### config.mk
export PLATFORM = sky130hd
export DESIGN_NAME = csi_packet_parser_vc
export DESIGN_NICKNAME = d
export VERILOG_FILES = /design/src/rtl/csi_packet_parser_vc.sv
export SDC_FILE = /design/constraint.sdc
export NUM_CORES = 1
export LEC_CHECK = 0
export ABC_AREA = 1
export BUFFER_PORTS_ARGS = -buffer_cell sky130_fd_sc_hd__buf_2
export CORE_MARGIN = 3
export CORE_UTILIZATION = 35
export DETAILED_ROUTE_END_ITERATION = 10
export GPL_TIMING_DRIVEN = 0
export PLACE_DENSITY_LB_ADDON = 0.15
export SKIP_CTS_REPAIR_TIMING = 1
export SYNTH_ARGS = -nofsm -noshare
export SYNTH_HDL_FRONTEND = slang
export SYNTH_SLANG_ARGS = --single-unit
export TNS_END_PERCENT = 30
### constraint.sdc
create_clock -name I_clk -period 5.7 [get_ports I_clk]
set_clock_uncertainty 0.2 [all_clocks]
set_input_delay 0 -clock I_clk [delete_from_list [all_inputs] [get_ports I_clk]]
set_output_delay 0 -clock I_clk [all_outputs]
set_load 0.005 [all_outputs]
### src/rtl/csi_packet_parser_vc.sv
// CSI-2 receive-path packet parser with per-virtual-channel frame/line tracking.
// Decodes short/long packet headers on the rising edge of I_hs_valid, emits frame
// markers, forwards payload words of the selected data type and flags truncation and
// frame-sequence errors. Optional header ECC check: define CSI_ECC_CHECK_EN.
module csi_packet_parser_vc #(
    parameter int unsigned DATA_W  = 32,
    parameter int unsigned NUM_VC  = 4,
    parameter logic [5:0]  DATA_DT = 6'h2B,
    parameter int unsigned LCNT_W  = 16
) (
    input  logic              I_clk,
    input  logic              I_rst,
    input  logic              I_hs_valid,
    input  logic [DATA_W-1:0] I_hs_data,
    input  logic [NUM_VC-1:0] I_vc_mask,
    output logic              O_frame_start,
    output logic              O_frame_end,
    output logic              O_line_start,
    output logic              O_valid,
    output logic [DATA_W-1:0] O_data,
    output logic              O_last,
    output logic [1:0]        O_vc,
    output logic [LCNT_W-1:0] O_line_cnt,
    output logic              O_err_trunc,
    output logic              O_err_seq
`ifdef CSI_ECC_CHECK_EN
    ,
    output logic              O_err_ecc
`endif
);

    localparam int unsigned BYTES = DATA_W / 8;
    localparam int unsigned SHIFT = $clog2(BYTES);

    typedef enum logic [1:0] {StIdle, StPayload, StDrain} state_e;

    // Header fields always live in the low 32 bits; narrow buses are zero-extended.
    logic [31:0] hdr_w;
    if (DATA_W >= 32) begin : g_hdr_wide
        assign hdr_w = I_hs_data[31:0];
    end else begin : g_hdr_narrow
        assign hdr_w = {{(32 - DATA_W){1'b0}}, I_hs_data};
    end

    logic [1:0]  hdr_vc;
    logic [5:0]  hdr_dt;
    logic [15:0] hdr_wc;
    logic [16:0] wc_words;
    logic        is_long;
    logic        vc_ok;
    logic        ecc_ok;
    logic        valid_1d_q;
    logic        hdr_det;

    assign hdr_vc   = hdr_w[31:30];
    assign hdr_dt   = hdr_w[29:24];
    assign hdr_wc   = {hdr_w[15:8], hdr_w[23:16]};
    assign is_long  = (hdr_dt >= 6'h10);
    assign wc_words = ({1'b0, hdr_wc} + 17'(BYTES - 1)) >> SHIFT;
    assign vc_ok    = (32'(hdr_vc) < NUM_VC) && I_vc_mask[hdr_vc];
    assign hdr_det  = I_hs_valid & ~valid_1d_q;

`ifdef CSI_ECC_CHECK_EN
    // Hamming parity over {WC_hi, WC_lo, DI}; each mask selects the data bits of one parity.
    function automatic logic [5:0] calc_ecc(input logic [23:0] d);
        logic [5:0] p;
        p[0] = ^(d & 24'hF12CB7);
        p[1] = ^(d & 24'hF2555B);
        p[2] = ^(d & 24'h749A6D);
        p[3] = ^(d & 24'hB8E38E);
        p[4] = ^(d & 24'hDF03F0);
        p[5] = ^(d & 24'hEFFC00);
        return p;
    endfunction

    logic err_ecc_q;
    assign ecc_ok    = (calc_ecc({hdr_w[15:8], hdr_w[23:16], hdr_w[31:24]}) == hdr_w[5:0]) &&
                       (hdr_w[7:6] == 2'b00);
    assign O_err_ecc = err_ecc_q;
`else
    logic unused_ecc;
    assign ecc_ok     = 1'b1;
    assign unused_ecc = ^hdr_w[7:0];
`endif

    state_e              state_q;
    logic [16:0]         remaining_q;
    logic                fwd_q;
    logic                first_q;
    logic [1:0]          cur_vc_q;
    logic [NUM_VC-1:0]   frame_active_q;
    logic [LCNT_W-1:0]   line_cnt_q [NUM_VC];
    logic                fs_q, fe_q, ls_q, valid_q, last_q, trunc_q, seq_q;
    logic [DATA_W-1:0]   data_q;
    logic [1:0]          vc_o_q;
    logic [LCNT_W-1:0]   lcnt_o_q;

    function automatic logic [LCNT_W-1:0] sat_inc(input logic [LCNT_W-1:0] v);
        return (v == {LCNT_W{1'b1}}) ? v : v + LCNT_W'(1);
    endfunction

    // Packet FSM, per-VC frame state and all registered outputs.
    always_ff @(posedge I_clk or posedge I_rst) begin
        if (I_rst) begin
            // Held high so a packet already in flight at reset release is not seen as a header.
            valid_1d_q     <= 1'b1;
            state_q        <= StIdle;
            remaining_q    <= '0;
            fwd_q          <= 1'b0;
            first_q        <= 1'b0;
            cur_vc_q       <= '0;
            frame_active_q <= '0;
            for (int i = 0; i < NUM_VC; i++) line_cnt_q[i] <= '0;
            fs_q      <= 1'b0;
            fe_q      <= 1'b0;
            ls_q      <= 1'b0;
            valid_q   <= 1'b0;
            last_q    <= 1'b0;
            trunc_q   <= 1'b0;
            seq_q     <= 1'b0;
            data_q    <= '0;
            vc_o_q    <= '0;
            lcnt_o_q  <= '0;
`ifdef CSI_ECC_CHECK_EN
            err_ecc_q <= 1'b0;
`endif
        end else begin
            valid_1d_q <= I_hs_valid;
            fs_q       <= 1'b0;
            fe_q       <= 1'b0;
            ls_q       <= 1'b0;
            valid_q    <= 1'b0;
            last_q     <= 1'b0;
            trunc_q    <= 1'b0;
            seq_q      <= 1'b0;
            data_q     <= '0;
`ifdef CSI_ECC_CHECK_EN
            err_ecc_q  <= 1'b0;
`endif
            unique case (state_q)
                StIdle: begin
                    if (hdr_det) begin
                        if (!ecc_ok) begin
`ifdef CSI_ECC_CHECK_EN
                            err_ecc_q <= 1'b1;
`endif
                            if (is_long) state_q <= StDrain;
                        end else if (is_long) begin
                            if (wc_words != 17'd0) begin
                                state_q     <= StPayload;
                                fwd_q       <= (hdr_dt == DATA_DT) && vc_ok;
                                remaining_q <= wc_words;
                                first_q     <= 1'b1;
                                cur_vc_q    <= hdr_vc;
                            end
                        end else if (vc_ok) begin
                            if (hdr_dt == 6'h00) begin
                                fs_q                   <= 1'b1;
                                seq_q                  <= frame_active_q[hdr_vc];
                                frame_active_q[hdr_vc] <= 1'b1;
                                line_cnt_q[hdr_vc]     <= '0;
                                vc_o_q                 <= hdr_vc;
                                lcnt_o_q               <= '0;
                            end else if (hdr_dt == 6'h01) begin
                                fe_q                   <= 1'b1;
                                seq_q                  <= ~frame_active_q[hdr_vc];
                                frame_active_q[hdr_vc] <= 1'b0;
                                vc_o_q                 <= hdr_vc;
                                lcnt_o_q               <= line_cnt_q[hdr_vc];
                            end
                        end
                    end
                end
                StPayload: begin
                    if (I_hs_valid) begin
                        remaining_q <= remaining_q - 17'd1;
                        first_q     <= 1'b0;
                        if (fwd_q) begin
                            valid_q  <= 1'b1;
                            data_q   <= I_hs_data;
                            ls_q     <= first_q;
                            last_q   <= (remaining_q == 17'd1);
                            vc_o_q   <= cur_vc_q;
                            lcnt_o_q <= line_cnt_q[cur_vc_q];
                        end
                        if (remaining_q == 17'd1) begin
                            state_q <= StDrain;
                            if (fwd_q) line_cnt_q[cur_vc_q] <= sat_inc(line_cnt_q[cur_vc_q]);
                        end
                    end else begin
                        state_q <= StIdle;
                        if (fwd_q) begin
                            trunc_q              <= 1'b1;
                            line_cnt_q[cur_vc_q] <= sat_inc(line_cnt_q[cur_vc_q]);
                        end
                    end
                end
                StDrain: begin
                    if (!I_hs_valid) state_q <= StIdle;
                end
                default: state_q <= StIdle;
            endcase
        end
    end

    assign O_frame_start = fs_q;
    assign O_frame_end   = fe_q;
    assign O_line_start  = ls_q;
    assign O_valid       = valid_q;
    assign O_data        = data_q;
    assign O_last        = last_q;
    assign O_vc          = vc_o_q;
    assign O_line_cnt    = lcnt_o_q;
    assign O_err_trunc   = trunc_q;
    assign O_err_seq     = seq_q;

endmodule

==> results of run 1 <==
## critical path, cell delays in order (launching register included)
cell	delay (ps)
sky130_fd_sc_hd__dfrtp_1	410
sky130_fd_sc_hd__inv_1	100
sky130_fd_sc_hd__buf_4	210
sky130_fd_sc_hd__nand2_2	140
sky130_fd_sc_hd__nor2_1	120
sky130_fd_sc_hd__nor2_1	70
sky130_fd_sc_hd__nand2_1	150
sky130_fd_sc_hd__ha_1	270
sky130_fd_sc_hd__nand3_4	130
sky130_fd_sc_hd__nor2_4	250
sky130_fd_sc_hd__nand3_2	170
sky130_fd_sc_hd__nand2_1	210
sky130_fd_sc_hd__nand3_1	140
sky130_fd_sc_hd__a21oi_1	200
## cell type report
cell class	count	area [um2]	area share [%]
Timing Repair Buffer	133	878	7.74
Buffer	55	323	2.85
Inverter	145	557	4.91
Multi-Input combinational cell	1043	4830	42.5
Tap cell	335	419	3.70
Clock buffer	18	439	3.87
Clock inverter	13	171	1.51
Sequential cell	149	3730	32.9
## path summary, 6_finish.rpt
| kind | start | endpoint | cells past startpoint |
|---|---|---|---|
| max | cur_vc_q[0] | line_cnt_q[17] | 13 |
| min | I_vc_mask[2] | O_err_seq | 7 |
| max reg2reg | cur_vc_q[0] | line_cnt_q[17] | 13 |
| min reg2reg | O_line_cnt[11] | O_line_cnt[11] | 2 |
| max in group asynchronous | I_rst | line_cnt_q[2] | 5 |
| min in group asynchronous | I_rst | O_data[27] | 4 |
## cell usage in the layout, fill, tap and decap left out, types with 4 or more instances in the layout
master,instances
sky130_fd_sc_hd__a21oi_1,87
sky130_fd_sc_hd__a21oi_4,4
sky130_fd_sc_hd__nand4_1,31
sky130_fd_sc_hd__nand3_2,4
sky130_fd_sc_hd__nand3_4,4
sky130_fd_sc_hd__inv_1,128
sky130_fd_sc_hd__clkinvlp_4,5
sky130_fd_sc_hd__clkbuf_16,17
sky130_fd_sc_hd__nor2_1,301
sky130_fd_sc_hd__o22ai_1,17
sky130_fd_sc_hd__dfrtp_1,148
sky130_fd_sc_hd__buf_6,9
sky130_fd_sc_hd__a31oi_1,6
sky130_fd_sc_hd__o21ai_0,45
sky130_fd_sc_hd__dlygate4sd3_1,38
sky130_fd_sc_hd__nor2_2,18
sky130_fd_sc_hd__nand3_1,57
sky130_fd_sc_hd__o21ai_1,8
sky130_fd_sc_hd__nand2_2,5
sky130_fd_sc_hd__nand2_1,354
sky130_fd_sc_hd__nor3_1,51
sky130_fd_sc_hd__xor2_1,7
sky130_fd_sc_hd__inv_2,12
sky130_fd_sc_hd__nor2_4,5
sky130_fd_sc_hd__xnor2_1,4
sky130_fd_sc_hd__buf_4,10
sky130_fd_sc_hd__clkbuf_1,24
sky130_fd_sc_hd__a221oi_1,16
sky130_fd_sc_hd__nand2_4,4
sky130_fd_sc_hd__buf_2,103
sky130_fd_sc_hd__inv_6,5
## sequential cells by signal, summed over array words and instances (netlist names), 2 cells and up, named ones only
| register | flops |
|---|---|
| O_line_cnt | 16 |
| cur_vc_q | 2 |
| state_q | 2 |
| O_data | 32 |
| line_cnt_q | 64 |
| remaining_q | 17 |
| O_vc | 2 |
## metrics by stage
step	utilization, %	TNS, ps	setup WS (ps)	hold slack (ps)	power (mW)
floorplan	-	0	1490	-196	2.64
finish	43.2	0	2840	-15.3	4.42
detailed placement	39.4	0	2880	-211	3.18
global route	43.2	0	2660	30.3	4.74
global placement	39.3	-88540	-615	-47.1	3.16
CTS	41.7	0	2880	-670	4.40
## cell families after synthesis
kind of cell / synth area share (%)
simple gates: 38.0
buf+inv: 9.25
compound gates: 11.7
flops: 39.6
xor+xnor: 1.02
fa+ha+maj: 0.398
## routing by layer
metal | GRT usage [%] | vias up
met5 | 0 | -
met1 | 33.2 | 4549
met4 | 6.42 | 0
met2 | 36.5 | 274
li1 | - | 4769
met3 | 2.97 | 35
## where the power goes
group | internal (mW) | switching, mW | total, mW
registers | 1.31 | 0.235 | 1.54
clock network | 0.705 | 0.494 | 1.20
logic | 0.552 | 1.13 | 1.68
total | 2.56 | 1.85 | 4.42
==> impl_metrics.py, run 1 <==
metrics = {
    "synthesis": {
        "synth_top_cell_by_area": "sky130_fd_sc_hd__dfrtp_1",
        "yosysWarningCount": 0,
        "synth.distinct_cells": 41,
        "ys_seq_elements": 149,
        "yosys.area.top_type_share_pct": 39.3,
        "synth.net_count": 1434,
        "ys_top_cells_by_count": "sky130_fd_sc_hd__nand2_1, sky130_fd_sc_hd__nor2_1, sky130_fd_sc_hd__dfrtp_1, sky130_fd_sc_hd__inv_1, sky130_fd_sc_hd__a21oi_1",
        "post_synth_instance_area_um2": 9430,
        "synth-edff-count": 0,
        "synthMostInstantiatedCell": "sky130_fd_sc_hd__nand2_1",
        "netlist_instances": 1392,
        "synth-main-ff-cell": "sky130_fd_sc_hd__dfrtp_1",
        "postSynthAreaPerCell_um2": 6.77,
        "ys_async_sr_fraction_pct": 100,
        "ys_seq_area_share_pct": 39.6,
        "netlist_top_cells_area": "sky130_fd_sc_hd__dfrtp_1, sky130_fd_sc_hd__nand2_1, sky130_fd_sc_hd__nor2_1",
    },
    "floorplanning": {
        "top_level_ports": 96,
        "fp.dieW_um": 170,
        "standard_cell_rows": 59,
        "core_area_um2": 26300,
        "initial_core_util_pct": 35.9,
        "die_height_um": 170,
        "dieArea_um2": 28900,
    },
    "drt": {
        "maxUsedRoutingLayer": "met4",
        "firstDrtPassIters": 7,
        "wl_met3_mm": 1.81,
        "wl_met1_mm": 15.7,
        "drt_iter0_drc": 996,
        "drt-vias-per-instance": 5.09,
        "post_dr_wirelength_cell_um": 17.5,
        "via_count": 9627,
        "drc_markers": 0,
        "postRouteWirelength_mm": 33.1,
        "met2_length_mm": 14.9,
        "antenna_left": 0,
    },
    "sta": {
        "relSlewSlack_pct": 28.1,
        "timing.final.crit_share_pct": 50.1,
        "setup_repair_after_global_routing_missed_its_margin": "no",
        "period_minus_slack_ps": 2860,
        "setup_viol_count_final": 0,
        "worst_slew_pin_slew_ps": 1070,
        "highest_achievable_clock_rate_mhz": 350,
        "final-max-slew-violation-count": 0,
        "finalHoldViolCount": 1,
        "whs_ps": -15.3,
    },
    "setup_path": {
        "rrSetupSlack_ps": 2840,
        "timing.setup.critical_path_class": "reg2reg",
        "capturing_element_type_of_the_critical_path": "flop",
        "worstSetupStartpointType": "flop",
        "critPathRequiredTime_ps": 5830,
        "timing.critical_path.arrival_ps": 2990,
        "critPathMaxFanout": 10,
    },
    "finish": {
        "nFillCells": 2740,
        "diode_insertion_count_for_antenna_repair": 0,
        "final_cells": 1891,
        "area_delta_synth_final_pct": 20.3,
        "post-route-cell-area_um2": 11300,
        "nNetsFinal": 1586,
        "share_of_post_route_cells_with_drive_strength_above_1_pct": 13.9,
    },
    "place": {
        "post-dp-hpwl_mm": 25.1,
        "gpl.final_weighted_congestion": 0.915,
        "place.detailed.instances": 1822,
        "numPortBuffers": 94,
        "postPlaceCellArea_um2": 10400,
    },
    "clocking": {
        "clock_insertion_delay_worst_skew_ps": 420,
        "ctsRootBufferMaster": "sky130_fd_sc_hd__clkbuf_16",
        "cts_inserted_buffers": 17,
        "cts.sinks": 149,
        "cts.htree.levels": 4,
        "clk_transition_reported_paths_ps": 70,
        "cts_buffer_depth": 2,
        "tritoncts": "built",
    },
    "global_route": {
        "antenna_found_initial": 0,
        "largest_net_degree_at_the_start_of_global_routing": 116,
        "grt.overflow.total": 0,
        "grt_pass1_vias": 9165,
        "groute.usage.overall_pct": 23.1,
        "grt_first_pass_wirelength_mm": 52.3,
    },
    "power_and_ir_drop": {
        "power.static_leakage_nw": 5.84,
        "max-vdd-ir-drop_uv": 162,
        "pwr_density_nw_per_um2": 389,
    },
    "flow_run": {
        "max_cap_violations": 0,
    },
    "outcome": {
        "run_status": "complete, but fails checks",
        "failing_checks": "hold timing",
    },
    "worst_hold_path": {
        "hp-class": "in2reg",
    },
}
(Power assumes the default switching activity.)
==> run 2, diff against run 1 <==
- ABC_AREA: 1 -> 0
- clock period: 5.7 -> 2.85 ns (I/O delays scaled with it)
==> run 2 against run 1 <==
Effect of this change:
- the flow still finishes with violations (hold timing)
- final area is 17% lower
- clock power grew 88%
- sequential share of layout area up 6.6 points
- sequential power rose by 73%
- power is 64% higher
- critical path depth decreased by 4
- fmax grew 0.82%
- synthesized cell count is 53% lower
- first-iteration DRC count decreased by 43%
- non-clock buffer count fell by 13
- critical path type unchanged
- critical endpoint is now line_cnt_q[63]
- highest routed layer unchanged
==> impl_metrics.py, run 2 <==
metrics = {
    "sta": {
        "setup_repair_after_global_routing_missed_its_margin": "yes",
        "worst_slew_pin_slew_ps": 1020,
        "relSlewSlack_pct": 31.8,
        "fin_setup_tns_ps": 0,
        "period_minus_slack_ps": 2830,
        "highest_achievable_clock_rate_mhz": 353,
        "setup_viol_count_final": 0,
        "timing.final.crit_share_pct": 99.4,
        "final-max-slew-violation-count": 0,
        "finalHoldViolCount": 20,
        "whs_ps": -22.8,
    },
    "finish": {
        "share_of_post_route_cells_with_drive_strength_above_1_pct": 25.9,
        "regMostFlops": "line_cnt_q",
        "nFillCells": 1940,
        "layout_commonest_cell": "sky130_fd_sc_hd__dfrtp_1",
        "final_util_pct": 45.9,
        "diode_insertion_count_for_antenna_repair": 0,
        "multiInputGateArea_um2": 3640,
        "most-common-layout-cells": "sky130_fd_sc_hd__dfrtp_1, sky130_fd_sc_hd__buf_2, sky130_fd_sc_hd__o2bb2ai_1",
        "largest_register_ff_count": 64,
        "area_delta_synth_final_pct": 27.2,
        "nNetsFinal": 850,
        "ff_latch_area_um2": 3730,
    },
    "setup_path": {
        "worstSetupStartpointType": "flop",
        "timing.setup.critical_path_class": "reg2reg",
        "path_depth": 9,
        "rrSetupSlack_ps": 20,
        "setup.worst_path.end": "line_cnt_q[63]",
        "critical-path-top-cell-by-count": "sky130_fd_sc_hd__buf_2",
        "worstPathBufferInverterCount": 3,
        "slowest_delay_ps": 430,
        "worstRegToRegCells": 9,
        "timing.critical_path.slowest_stage_cell": "sky130_fd_sc_hd__o21ai_1",
        "critical-path-top-delay-family": "buffers and inverters",
        "critPathRequiredTime_ps": 2970,
        "cell_by_cell_trace_of_the_critical_path": "clkbuf_1, nor4_2, and4b_1, a21o_1, and2_0, buf_2, o21ai_1, buf_2, o2bb2ai_1",
        "setup.worst_path.start": "remaining_q[7]",
        "capturing_element_type_of_the_critical_path": "flop",
        "worstReg2RegEnd": "line_cnt_q[63]",
        "critPathMaxFanout": 10,
        "rr_startpoint": "remaining_q[7]",
        "timing.critical_path.arrival_ps": 2960,
    },
    "global_route": {
        "grt_first_pass_wirelength_mm": 35.3,
        "groute.usage.overall_pct": 20.0,
        "largest_net_degree_at_the_start_of_global_routing": 42,
        "grt.overflow.total": 0,
        "antenna_found_initial": 0,
        "grt_pass1_vias": 6018,
    },
    "floorplanning": {
        "initial_core_util_pct": 36.1,
        "top_level_ports": 96,
        "dieArea_um2": 23000,
        "die_height_um": 152,
        "standard_cell_rows": 52,
        "fp.dieW_um": 152,
        "core_area_um2": 20600,
    },
    "power_and_ir_drop": {
        "max-vdd-ir-drop_uv": 482,
        "design_power_total_mw": 7.26,
        "pwr_density_nw_per_um2": 769,
        "power.static_leakage_nw": 4.10,
    },
    "clocking": {
        "clock_insertion_delay_worst_skew_ps": 430,
        "cts_buffer_depth": 2,
        "cts.htree.levels": 4,
        "ctsRootBufferMaster": "sky130_fd_sc_hd__clkbuf_16",
        "cts_inserted_buffers": 17,
        "tritoncts": "built",
        "cts.sinks": 149,
        "clk_transition_reported_paths_ps": 70,
    },
    "synthesis": {
        "ys_async_sr_fraction_pct": 100,
        "yosysWarningCount": 0,
        "ys_seq_area_share_pct": 50.2,
        "post_synth_instance_area_um2": 7430,
        "yosys.area.top_type_share_pct": 49.9,
        "netlist_top_cells_area": "sky130_fd_sc_hd__dfrtp_1, sky130_fd_sc_hd__mux4_2, sky130_fd_sc_hd__o2bb2ai_1",
        "synth.distinct_cells": 57,
        "synthMostInstantiatedCell": "sky130_fd_sc_hd__dfrtp_1",
        "postSynthAreaPerCell_um2": 11.3,
        "synth.net_count": 698,
        "ys_seq_elements": 149,
        "netlist_instances": 656,
        "synth_top_cell_by_area": "sky130_fd_sc_hd__dfrtp_1",
        "synth-edff-count": 0,
        "synth-main-ff-cell": "sky130_fd_sc_hd__dfrtp_1",
        "ys_top_cells_by_count": "sky130_fd_sc_hd__dfrtp_1, sky130_fd_sc_hd__o2bb2ai_1, sky130_fd_sc_hd__nor2_1, sky130_fd_sc_hd__a21oi_1",
    },
    "drt": {
        "firstDrtPassIters": 5,
        "drt-vias-per-instance": 5.81,
        "drt_iter0_drc": 571,
        "post_dr_wirelength_cell_um": 21.2,
        "postRouteWirelength_mm": 23.2,
        "drc_markers": 0,
        "via_count": 6335,
        "antenna_left": 0,
    },
    "worst_hold_path": {
        "hp-class": "in2async",
    },
    "place": {
        "gpl.final_weighted_congestion": 0.880,
        "post-dp-hpwl_mm": 16.0,
        "numPortBuffers": 92,
    },
    "flow_run": {
        "max_cap_violations": 0,
    },
    "outcome": {
        "failing_checks": "hold timing",
        "run_status": "complete, but fails checks",
    },
}
## run 2: kinds of logic after synthesis
family	synth area share, %
simple gates	15.1
fa+ha+maj	0.505
flops	50.2
buf+inv	2.81
compound gates	18.0
mux	11.5
xor+xnor	1.89
## run 2: metrics by stage
step / area [um2] / setup WS (ps) / std cells
global route: 9450 / -124 / 1091
global placement: 8230 / -308 / 1018
detailed placement: 8320 / -340 / 1022
finish: 9450 / 16.2 / 1091
floorplan: 7430 / 266 / 656
CTS: 8900 / -391 / 1054
## run 2: layout make-up
type | instances | share of cell area, %
Clock inverter | 15 | 1.72
Multi-Input combinational cell | 458 | 38.6
Timing Repair Buffer | 134 | 9.75
Clock buffer | 17 | 4.50
Tap cell | 270 | 3.58
Inverter | 7 | 0.318
Sequential cell | 149 | 39.5
Buffer | 41 | 2.05
## run 2: worst min path at each step
stage | to | slack [ps] | cells after the start
floorplan | valid_1d_q | -200 | 0
global placement | valid_1d_q | -30 | 1
detailed placement | O_line_cnt[14] | -120 | 2
CTS | O_line_cnt[14] | -570 | 2
global route | flop | 10 | 3
finish | O_line_cnt[14] | -20 | 3
## run 2: report_power, final
group / switching [mW] / total, mW / internal, mW
registers: 0.282 / 2.67 / 2.39
logic: 1.43 / 2.34 / 0.912
clock network: 1.00 / 2.25 / 1.25
total: 2.71 / 7.26 / 4.55
## run 2: routing by layer
metal | vias up | global-route usage [%] | wire [um]
met4 | 0 | 5.03 | 367
met2 | 270 | 30.1 | 10500
met3 | 27 | 3.78 | 1530
li1 | 2815 | - | -
met1 | 3223 | 30.0 | 10700
met5 | - | 0 | 0
## run 2: worst reg2reg max path, stage by stage (launching register included)
cell                        delay [ps]
sky130_fd_sc_hd__dfrtp_1           320
sky130_fd_sc_hd__clkbuf_1          320
sky130_fd_sc_hd__nor4_2            100
sky130_fd_sc_hd__and4b_1           250
sky130_fd_sc_hd__a21o_1            260
sky130_fd_sc_hd__and2_0            150
sky130_fd_sc_hd__buf_2             150
sky130_fd_sc_hd__o21ai_1           430
sky130_fd_sc_hd__buf_2             430
sky130_fd_sc_hd__o2bb2ai_1         160
==> run 3, diff against run 2 <==
- clock period: 2.85 -> 3.29 ns (I/O delays scaled with it)
==> run 3 against run 2 <==
Effect of this change:
- via count is 0.51% lower
- die area stayed put
- clock power is 13% lower
- the run still ends with hold timing left
- setup slack better by 130 ps
- combinational power is 20% lower
- critical endpoint is now line_cnt_q[14]
==> impl_metrics.py, run 3 (synthesized netlist as in run 2, its figures left out) <==
metrics = {
    "setup_path": {
        "rrSetupSlack_ps": 150,
        "worstRegToRegCells": 8,
        "critical-path-top-delay-family": "simple AND/OR/NAND/NOR gates",
        "timing.setup.critical_path_class": "reg2reg",
        "worstSetupStartpointType": "flop",
        "slowest_delay_ps": 510,
        "critPathRequiredTime_ps": 3390,
        "worstReg2RegEnd": "line_cnt_q[14]",
        "critPathMaxFanout": 10,
        "timing.critical_path.slowest_stage_cell": "sky130_fd_sc_hd__dfrtp_1",
        "timing.critical_path.arrival_ps": 3240,
        "capturing_element_type_of_the_critical_path": "flop",
        "rr_startpoint": "cur_vc_q[1]",
        "worstPathBufferInverterCount": 1,
        "cell_by_cell_trace_of_the_critical_path": "clkbuf_4, mux4_1, ha_1, nand4_2, or2_2, nor3_1, mux2i_2, o2bb2ai_1",
    },
    "drt": {
        "drt-vias-per-instance": 5.79,
        "antenna_left": 0,
        "post_dr_wirelength_cell_um": 21.1,
        "postRouteWirelength_mm": 23.0,
        "via_count": 6303,
        "firstDrtPassIters": 5,
        "drc_markers": 0,
        "drt_iter0_drc": 578,
    },
    "place": {
        "gpl.final_weighted_congestion": 0.880,
        "dp_slack_ps": 100,
        "numPortBuffers": 92,
        "post-dp-hpwl_mm": 16.0,
    },
    "finish": {
        "layout_commonest_cell": "sky130_fd_sc_hd__dfrtp_1",
        "area_delta_synth_final_pct": 24.7,
        "ff_latch_area_um2": 3730,
        "multiInputGateArea_um2": 3500,
        "most-common-layout-cells": "sky130_fd_sc_hd__dfrtp_1, sky130_fd_sc_hd__buf_2, sky130_fd_sc_hd__o2bb2ai_1",
        "nNetsFinal": 848,
        "nFillCells": 1944,
        "diode_insertion_count_for_antenna_repair": 0,
        "largest_register_ff_count": 64,
        "regMostFlops": "line_cnt_q",
        "share_of_post_route_cells_with_drive_strength_above_1_pct": 22.6,
        "final_util_pct": 45.1,
    },
    "power_and_ir_drop": {
        "internal_power_mw": 3.86,
        "pwr_density_nw_per_um2": 661,
        "switchingPower_mw": 2.27,
        "p_sw_share_pct": 37.1,
        "power_frac_seq_pct": 37.5,
        "max-vdd-ir-drop_uv": 371,
        "comb_power_share_pct": 30.7,
        "clock_power_share_pct": 31.8,
        "power.static_leakage_nw": 4.02,
    },
    "global_route": {
        "grt.overflow.total": 0,
        "grt_pass1_vias": 6018,
        "antenna_found_initial": 0,
        "grt_first_pass_wirelength_mm": 35.3,
        "groute.usage.overall_pct": 20.0,
        "largest_net_degree_at_the_start_of_global_routing": 42,
    },
    "floorplanning": {
        "initial_core_util_pct": 36.1,
        "standard_cell_rows": 52,
        "core_area_um2": 20600,
        "die_height_um": 152,
        "dieArea_um2": 23000,
        "top_level_ports": 96,
        "fp.dieW_um": 152,
    },
    "outcome": {
        "run_status": "complete, but fails checks",
        "failing_checks": "hold timing",
    },
    "sta": {
        "period_minus_slack_ps": 3140,
        "timing.final.crit_share_pct": 95.6,
        "setup_slack_ps": 146,
        "worst_slew_pin_slew_ps": 1050,
        "fin_setup_tns_ps": 0,
        "setup_viol_count_final": 0,
        "finalHoldViolCount": 19,
        "whs_ps": -20.2,
        "highest_achievable_clock_rate_mhz": 318,
        "relSlewSlack_pct": 29.7,
        "setup_repair_after_global_routing_missed_its_margin": "no",
        "final-max-slew-violation-count": 0,
    },
    "flow_run": {
        "max_cap_violations": 0,
    },
    "clocking": {
        "ctsRootBufferMaster": "sky130_fd_sc_hd__clkbuf_16",
        "cts_inserted_buffers": 17,
        "tritoncts": "built",
        "cts_buffer_depth": 2,
        "clk_transition_reported_paths_ps": 70,
        "clock_insertion_delay_worst_skew_ps": 430,
        "cts.sinks": 149,
        "cts.htree.levels": 4,
    },
    "worst_hold_path": {
        "hp-class": "in2async",
    },
}
==> run 3: changes by cell type in the layout (fill, tap and decap cells not counted), moves of 3 or more <==
| cell | before | now |
|---|---|---|
| sky130_fd_sc_hd__clkbuf_2 | 5 | 0 |
| sky130_fd_sc_hd__buf_4 | 8 | 3 |
| sky130_fd_sc_hd__nor4_1 | 9 | 12 |
| sky130_fd_sc_hd__mux4_1 | 1 | 6 |
| sky130_fd_sc_hd__nor3_4 | 4 | 0 |
| sky130_fd_sc_hd__clkbuf_1 | 23 | 31 |
| sky130_fd_sc_hd__mux4_2 | 33 | 28 |
| sky130_fd_sc_hd__nor3_2 | 0 | 3 |
==> run 3: how the worst max path moves through the flow <==
stage | from | to | depth (start not counted)
after floorplan | cur_vc_q[0] | line_cnt_q[17] | 8
after global placement | cur_vc_q[1] | line_cnt_q[30] | 8
after detailed placement | cur_vc_q[1] | line_cnt_q[46] | 8
after CTS | cur_vc_q[1] | line_cnt_q[14] | 8
after global routing | cur_vc_q[1] | line_cnt_q[17] | 8
final | cur_vc_q[1] | line_cnt_q[14] | 8
==> run 3: metal layers <==
layer / track usage [%] / routed length [um] / vias to the layer above / share of wire, %
li1: - / - / 2807 / -
met1: 30.0 / 10500 / 3174 / 46
met2: 30.1 / 10300 / 295 / 45
met3: 3.78 / 1810 / 27 / 7.9
met4: 5.03 / 321 / 0 / 1.4
met5: 0 / 0 / - / 0
==> run 3: power groups by stage <==
| stage | clock (mW) | combinational [mW] | sequential (mW) |
|---|---|---|---|
| after detailed placement | 0 | 1.82 | 2.32 |
| after global routing | 2.08 | 2.06 | 2.33 |
| after floorplan | 0 | 1.19 | 2.27 |
| after global placement | 0 | 1.79 | 2.31 |
| final | 1.95 | 1.88 | 2.30 |
| after CTS | 1.99 | 1.83 | 2.29 |
==> run 3: metrics by stage <==
step	power, mW	cell area (um2)	instances
2_1_floorplan	3.46	7430	656
4_1_cts	6.11	8900	1054
3_3_place_gp	4.10	8230	1018
6_report	6.13	9270	1089
5_1_grt	6.46	9270	1089
3_5_place_dp	4.14	8320	1022
==> run 3: tightest hold or removal path: stages <==
cell                            delay, ps
sky130_fd_sc_hd__dlygate4sd3_1        530
sky130_fd_sc_hd__buf_2                130
sky130_fd_sc_hd__clkinvlp_4           390
==> run 3: area by class of cell <==
cell class | instances | share of cell area [%]
clock buffers | 17 | 4.59
well taps | 270 | 3.65
flip-flops and latches | 149 | 40.3
repair buffers | 131 | 9.70
plain buffers | 42 | 2.00
clock inverters | 15 | 1.76
multi-input cells | 458 | 37.7
inverters | 7 | 0.324
